File: src/rtl/sram_mem_ctrl_pkg.sv
// Shared definitions for the MEM-stage external SRAM controller.
package sram_mem_ctrl_pkg;

  typedef enum logic [1:0] {
    IDLE   = 2'd0,
    ACCESS = 2'd1,
    DONE   = 2'd2
  } memState_t;

  localparam int DEFAULT_BASE_ADDR = 1024;
  localparam int WORD_BYTES        = 4;

  // Counter width helper: a one-value counter still needs a 1-bit register.
  function automatic int clog2Min1(input int n);
    return (n <= 2) ? 1 : $clog2(n);
  endfunction

endpackage

File: src/rtl/sram_mem_ctrl_if.sv
// CPU-side MEM-stage request bus between the pipeline and the SRAM controller.
interface sram_mem_ctrl_if #(
  parameter int WORD_W = 32
);

  logic              wr_en;
  logic              rd_en;
  logic [31:0]       address;
  logic [WORD_W-1:0] write_data;
  logic [WORD_W-1:0] read_data;
  logic              ready;

  modport master (
    output wr_en, rd_en, address, write_data,
    input  read_data, ready
  );

  modport slave (
    input  wr_en, rd_en, address, write_data,
    output read_data, ready
  );

endinterface

File: src/rtl/sram_mem_ctrl_beat_counter.sv
// Wait-cycle and beat counters for one SRAM access; also exposes next values
// so the controller can register its SRAM pins one cycle ahead.
module sram_mem_ctrl_beat_counter
  import sram_mem_ctrl_pkg::*;
#(
  parameter int BEATS       = 2,
  parameter int WAIT_CYCLES = 5,
  parameter int BEAT_CW     = clog2Min1(BEATS),
  parameter int WAIT_CW     = clog2Min1(WAIT_CYCLES)
) (
  input  logic               clk,
  input  logic               rst,
  input  logic               enable,
  output logic [WAIT_CW-1:0] waitCnt,
  output logic [WAIT_CW-1:0] waitNext,
  output logic [BEAT_CW-1:0] beatCnt,
  output logic [BEAT_CW-1:0] beatNext,
  output logic               lastWait,
  output logic               lastBeat
);

  assign lastWait = (waitCnt == WAIT_CW'(WAIT_CYCLES - 1));
  assign lastBeat = (beatCnt == BEAT_CW'(BEATS - 1));

  // Outside an access both counters sit at zero, ready for the next start.
  always_comb begin
    waitNext = '0;
    beatNext = '0;
    if (enable) begin
      if (lastWait) begin
        waitNext = '0;
        beatNext = lastBeat ? '0 : beatCnt + BEAT_CW'(1);
      end else begin
        waitNext = waitCnt + WAIT_CW'(1);
        beatNext = beatCnt;
      end
    end
  end

  always_ff @(posedge clk) begin
    if (rst) begin
      waitCnt <= '0;
      beatCnt <= '0;
    end else begin
      waitCnt <= waitNext;
      beatCnt <= beatNext;
    end
  end

endmodule

File: src/rtl/sram_mem_ctrl.sv
// MEM-stage external SRAM controller: splits each CPU word into little-endian
// SRAM beats of WAIT_CYCLES cycles each and stalls the pipeline via ready.
module sram_mem_ctrl
  import sram_mem_ctrl_pkg::*;
#(
  parameter int ADDR_W      = 18,
  parameter int SRAM_DW     = 16,
  parameter int WORD_W      = 8 * WORD_BYTES,
  parameter int WAIT_CYCLES = 5,
  parameter int BASE_ADDR   = DEFAULT_BASE_ADDR
) (
  input  logic               clk,
  input  logic               rst,
  sram_mem_ctrl_if.slave     cpu,
  output logic [ADDR_W-1:0]  sram_addr,
  output logic [SRAM_DW-1:0] sram_wdata,
  input  logic [SRAM_DW-1:0] sram_rdata,
  output logic               sram_we_n,
  output logic               sram_oe_n
);

  localparam int BEATS      = WORD_W / SRAM_DW;
  localparam int BEAT_CW    = clog2Min1(BEATS);
  localparam int WAIT_CW    = clog2Min1(WAIT_CYCLES);
  localparam int BYTE_SHIFT = $clog2(WORD_W / 8);
  localparam int BEAT_SHIFT = $clog2(BEATS);
  localparam int IDX_W      = ADDR_W - BEAT_SHIFT;

  memState_t          state;
  memState_t          stateNext;
  logic               opWrite;
  logic [IDX_W-1:0]   idxReg;
  logic [WORD_W-1:0]  wordReg;

  logic [WAIT_CW-1:0] waitCnt;
  logic [WAIT_CW-1:0] waitNext;
  logic [BEAT_CW-1:0] beatCnt;
  logic [BEAT_CW-1:0] beatNext;
  logic               lastWait;
  logic               lastBeat;

  logic               req;
  logic [31:0]        offset;
  logic [IDX_W-1:0]   idxLive;
  logic               accessNext;
  logic               opWriteNext;
  logic               lastWaitNext;
  logic [IDX_W-1:0]   idxNext;
  logic [WORD_W-1:0]  wordNext;
  logic [ADDR_W-1:0]  addrNext;
  logic [SRAM_DW-1:0] wdataNext;
  logic               captureEn;

  logic [SRAM_DW-1:0] wordSlices [BEATS];
  logic [SRAM_DW-1:0] readBeats  [BEATS];

  sram_mem_ctrl_beat_counter #(
    .BEATS       (BEATS),
    .WAIT_CYCLES (WAIT_CYCLES),
    .BEAT_CW     (BEAT_CW),
    .WAIT_CW     (WAIT_CW)
  ) beatCounter (
    .clk      (clk),
    .rst      (rst),
    .enable   (state == ACCESS),
    .waitCnt  (waitCnt),
    .waitNext (waitNext),
    .beatCnt  (beatCnt),
    .beatNext (beatNext),
    .lastWait (lastWait),
    .lastBeat (lastBeat)
  );

  assign req       = cpu.rd_en | cpu.wr_en;
  assign offset    = cpu.address - 32'(BASE_ADDR);
  assign idxLive   = IDX_W'(offset >> BYTE_SHIFT);
  assign cpu.ready = ((state == IDLE) && !req) || (state == DONE);

  always_comb begin
    stateNext = state;
    case (state)
      IDLE:    if (req) stateNext = ACCESS;
      ACCESS:  if (lastWait && lastBeat) stateNext = DONE;
      DONE:    stateNext = IDLE;
      default: stateNext = IDLE;
    endcase
  end

  // Request fields are latched on leaving IDLE so a dropped request still completes.
  assign accessNext   = (stateNext == ACCESS);
  assign opWriteNext  = (state == IDLE) ? cpu.wr_en      : opWrite;
  assign idxNext      = (state == IDLE) ? idxLive        : idxReg;
  assign wordNext     = (state == IDLE) ? cpu.write_data : wordReg;
  assign lastWaitNext = (waitNext == WAIT_CW'(WAIT_CYCLES - 1));
  assign addrNext     = ADDR_W'(idxNext) * ADDR_W'(BEATS) + ADDR_W'(beatNext);

  for (genvar gi = 0; gi < BEATS; gi++) begin : gWordSlice
    assign wordSlices[gi] = wordNext[gi*SRAM_DW +: SRAM_DW];
  end

  always_comb begin
    wdataNext = '0;
    for (int i = 0; i < BEATS; i++) begin
      if (beatNext == BEAT_CW'(i)) wdataNext = wordSlices[i];
    end
  end

  // SRAM pins are registered from next-cycle state, so they change with the FSM.
  always_ff @(posedge clk) begin
    if (rst) begin
      state      <= IDLE;
      opWrite    <= 1'b0;
      idxReg     <= '0;
      wordReg    <= '0;
      sram_addr  <= '0;
      sram_wdata <= '0;
      sram_we_n  <= 1'b1;
      sram_oe_n  <= 1'b1;
    end else begin
      state     <= stateNext;
      opWrite   <= opWriteNext;
      idxReg    <= idxNext;
      wordReg   <= wordNext;
      sram_oe_n <= !(accessNext && !opWriteNext);
      sram_we_n <= !(accessNext && opWriteNext && !lastWaitNext);
      if (accessNext) sram_addr <= addrNext;
      if (accessNext && opWriteNext) sram_wdata <= wdataNext;
    end
  end

  assign captureEn = (state == ACCESS) && !opWrite && lastWait;

  for (genvar gi = 0; gi < BEATS; gi++) begin : gReadBeat
    always_ff @(posedge clk) begin
      if (rst) begin
        readBeats[gi] <= '0;
      end else if (captureEn && (beatCnt == BEAT_CW'(gi))) begin
        readBeats[gi] <= sram_rdata;
      end
    end
    assign cpu.read_data[gi*SRAM_DW +: SRAM_DW] = readBeats[gi];
  end

endmodule

File: src/flat_wrapper.sv
// flat-port wrapper written by rule: the top's interface ports become plain ports
module sram_mem_ctrl_flat import sram_mem_ctrl_pkg::*;
#(
  parameter int ADDR_W      = 18,
  parameter int SRAM_DW     = 16,
  parameter int WORD_W      = 8 * WORD_BYTES,
  parameter int WAIT_CYCLES = 5,
  parameter int BASE_ADDR   = DEFAULT_BASE_ADDR
)
  (clk, rst, sram_addr, sram_wdata, sram_rdata, sram_we_n, sram_oe_n, cpu_wr_en, cpu_rd_en, cpu_address, cpu_write_data, cpu_read_data, cpu_ready);
  sram_mem_ctrl_if #(.WORD_W(WORD_W)) cpu_i ();
  input  logic clk;
  input  logic rst;
  output logic [ADDR_W-1:0] sram_addr;
  output logic [SRAM_DW-1:0] sram_wdata;
  input  logic [SRAM_DW-1:0] sram_rdata;
  output logic sram_we_n;
  output logic sram_oe_n;
  input wire logic [$bits(cpu_i.wr_en)-1:0] cpu_wr_en;
  input wire logic [$bits(cpu_i.rd_en)-1:0] cpu_rd_en;
  input wire logic [$bits(cpu_i.address)-1:0] cpu_address;
  input wire logic [$bits(cpu_i.write_data)-1:0] cpu_write_data;
  output wire logic [$bits(cpu_i.read_data)-1:0] cpu_read_data;
  output wire logic [$bits(cpu_i.ready)-1:0] cpu_ready;
  assign cpu_i.wr_en = cpu_wr_en;
  assign cpu_i.rd_en = cpu_rd_en;
  assign cpu_i.address = cpu_address;
  assign cpu_i.write_data = cpu_write_data;
  assign cpu_read_data = cpu_i.read_data;
  assign cpu_ready = cpu_i.ready;
  sram_mem_ctrl #(.ADDR_W(ADDR_W), .SRAM_DW(SRAM_DW), .WORD_W(WORD_W), .WAIT_CYCLES(WAIT_CYCLES), .BASE_ADDR(BASE_ADDR)) u_core (.clk(clk), .rst(rst), .cpu(cpu_i), .sram_addr(sram_addr), .sram_wdata(sram_wdata), .sram_rdata(sram_rdata), .sram_we_n(sram_we_n), .sram_oe_n(sram_oe_n));
endmodule
File: config.mk
export PLATFORM = sky130hd
export DESIGN_NAME = sram_mem_ctrl_flat
export DESIGN_NICKNAME = d
export VERILOG_FILES = /design/src/rtl/sram_mem_ctrl_pkg.sv /design/src/rtl/sram_mem_ctrl_if.sv /design/src/rtl/sram_mem_ctrl_beat_counter.sv /design/src/rtl/sram_mem_ctrl.sv /design/src/flat_wrapper.sv
export SDC_FILE = /design/constraint.sdc
export NUM_CORES = 1
export LEC_CHECK = 0
export CELL_PAD_IN_SITES_DETAIL_PLACEMENT = 0
export CELL_PAD_IN_SITES_GLOBAL_PLACEMENT = 1
export CORE_ASPECT_RATIO = 1.25
export CORE_UTILIZATION = 37
export CTS_CLUSTER_DIAMETER = 80
export DETAILED_ROUTE_END_ITERATION = 7
export PLACE_DENSITY = 0.95
export SYNTH_ARGS = -nofsm -noshare
export SYNTH_HDL_FRONTEND = slang
export SYNTH_SLANG_ARGS = --single-unit
File: constraint.sdc
create_clock -name clk -period 4.6 [get_ports clk]
set_input_delay 0.92 -clock clk [delete_from_list [all_inputs] [get_ports clk]]
set_output_delay 0.92 -clock clk [all_outputs]
set_load 0.02 [all_outputs]
==> out/qor.csv <==
stage,metric,value,unit
sta,worst relative slew slack,42.3,%
sta,final period demand of the worst path,3.27,ns
cts,Post-CTS Resized,0,
final_layout,area of the multi-input gates,1830,µm²
sta,"Setup violations, final",0,
detailed_routing,WL/cell,14.1,µm
die,initial cell density of the core,38.0,%
final_layout,Final Instance Area,6800,µm²
cts,CTS buffer count,17,
critical_path,Critical R2R Launch,u_core.beatCounter.waitCnt[0],
final_layout,most frequent cells in the layout,"clkdlybuf4s50_1, dfxtp_1, nand2_1, a21oi_1, nor2_1",
sta,Final Hold Vio Count,0,
synth,top post-synthesis cells by area,"dfxtp_1, edfxtp_1, nand2_1, mux2i_1, and2_1",
final_layout,Storage cell area,2800,µm²
synth,"Distinct cells, synth",42,
synth,Mapped Area,4810,µm²
detailed_routing,initial DRC count,143,
critical_path,CP endpoint kind,output pin,
cts,Worst-Skew Late Latency,0.40,ns
global_route,first-pass GRT wire length,17600,µm
detailed_routing,DRT Pass-1 Iters,7,
place,hpwl dp,7550,µm
critical_path,crit start category,input pin,
sta,Layout Skew,0.00594,ns
synth,Post-synth EDFFs,32,
critical_path,CP max FO,3,
cts,clk sinks,124,
cts,clock slew at reported path FFs,0.05,ns
final_layout,fillers,1094,
synth,synthesized flop and latch total,124,
die,chip width,104,µm
synth,cell taking the most area after synthesis,dfxtp_1,
synth,share of the synthesized area in the top cell type,38.3,%
synth,Async SR Flop Fraction,0,%
detailed_routing,Routed WL,11000,µm
global_route,largest net degree at the start of global routing,52,
die,die area,13500,µm²
cts,CTS tree,done,
sta,Slew @ Worst Pin,0.865,ns
cts,H-tree depth,4,
cts,CTS Root Cell,clkbuf_16,
cts,# hold bufs at CTS,0,
die,I/O pins,153,
global_route,vias in the first global route,3610,
final_layout,# nets final,688,
global_route,initial antenna violation count,0,
sta,FMAX,305,MHz
die,DIE HEIGHT,130,µm
sta,Pins Over Slew Limit,0,
final_layout,area growth from synthesis to layout,41.2,%
die,core area,12700,µm²
place,# port buffers,137,
synth,Synth Flop Type,dfxtp_1,
global_route,total global routing overflow,0,
final_layout,final cell count without fillers,781,
critical_path,worst setup path startpoint,cpu_wr_en,
cts,deepest clock path buffer count,2,
final_layout,ANT cells,0,
critical_path,CP Data Required Time,3.68,ns
place,GPL Wtd Cong,0.830,
pwr,maximum VDD drop,0.000229,V
min_path,Hold Crit Class,reg2reg,
final_layout,layout cells sized above 1,6.85,%
global_route,total track usage,16.6,%
place,dpl cells,749,
synth,syn_nets,559,
cts,Post-CTS Setup Bufs,0,
min_path,hold_sp,u_core.wordReg[5],
sta,RSZ-0062 raised after global routing,no,
pwr,leak pwr,0.00273,µW
detailed_routing,Residual DRC,0,
synth,register area share after synthesis,58.2,%
status,outcome,completed,
pwr,overall power,2680,µW
run,Max Cap Viol,0,
sta,Fin Setup TNS,0,ns
die,number of cell rows,46,
synth,Syn Area/Cell,10.2,µm²
detailed_routing,Vias/cell,4.91,
final_layout,"most common cell after layout, fill and taps aside",clkdlybuf4s50_1,
place,Area after DPL,6270,µm²
detailed_routing,Routed Antenna Nets,0,
pwr,power per cell area,394,nW/µm²
sta,period utilisation layout,71.2,%
critical_path,kind of critical path,in2out,
synth,yosys warns,0,
critical_path,arrival time at the worst endpoint,2.35,ns
detailed_routing,routed via count,3834,
synth,cells after synthesis,471,
cell families after synthesis:
logic type,synth area share (%)
AO/OA/AOI/OAI,13.1
multiplexers,5.46
XOR/XNOR,0.364
buffers and inverters,4.00
flip-flops,58.2
AND/OR/NAND/NOR,17.8
adder cells (fa/ha/maj),1.04
stage by stage:
step / util, % / worst slack, ns / hold WS, ns
floorplan: - / 2.34 / 0.427
global route: 53.7 / 1.24 / 0.472
global placement: 49.6 / 1.30 / 0.439
CTS: 53.7 / 1.30 / 0.454
detailed placement: 49.6 / 1.28 / 0.447
finish: 53.7 / 1.33 / 0.452
layout make-up:
cell class,instances,area share (%)
Sequential cell,124,41.2
Multi-Input combinational cell,308,26.9
Tap cell,168,3.09
Inverter,6,0.331
Clock buffer,20,6.57
Timing Repair Buffer,143,20.8
Clock inverter,12,1.10
final timing paths:
check / to / slack (ns) / depth (start not counted)
hold reg to reg: u_core.wordReg[5] / 0.45 / 2
setup reg to reg: u_core.sram_wdata[6] / 2.03 / 8
setup / recovery: cpu_ready / 1.33 / 5
hold / removal: u_core.wordReg[5] / 0.45 / 2
power breakdown:
| part | switching (µW) | internal, µW |
|---|---|---|
| sequential | 29.8 | 1180 |
| combinational | 162 | 157 |
| clock | 455 | 694 |
worst max-delay path, cell delays in order:
cell             delay [ns]
clkdlybuf4s50_1        0.50
nor2_1                 0.14
nor2_1                 0.05
nor2_1                 0.13
clkdlybuf4s50_1        0.62
Yosys cell counts (3+ instances only):
master	n
a211oi_1	11
a21o_1	3
a21oi_1	39
a22o_1	16
and2_1	32
buf_2	7
buf_6	4
clkbuf_1	18
dfxtp_1	92
edfxtp_1	32
ha_1	4
inv_1	6
mux2i_1	24
nand2_1	70
nand3b_1	8
nor2_1	38
nor3_1	12
nor3b_1	5
nor4_1	3
o21ai_0	17
o41ai_1	6
per-layer routing:
| layer | up-vias | global-route usage [%] | wire length [µm] |
|---|---|---|---|
| li1 | 1899 | - | - |
| met3 | 10 | 4.53 | 513 |
| met1 | 1803 | 19.2 | 4740 |
| met4 | 0 | 6.30 | 119 |
| met2 | 122 | 29.5 | 5620 |
| met5 | - | 0 | 0 |
state kept, by name (all words and copies together) (netlist names), 2 cells and up:
signal	count
u_core.beatCounter.waitCnt	3
u_core.idxReg	17
u_core.readBeats	32
u_core.sram_addr	18
u_core.sram_wdata	16
u_core.state	2
u_core.wordReg	32
Power figures use the tool's default switching activity.
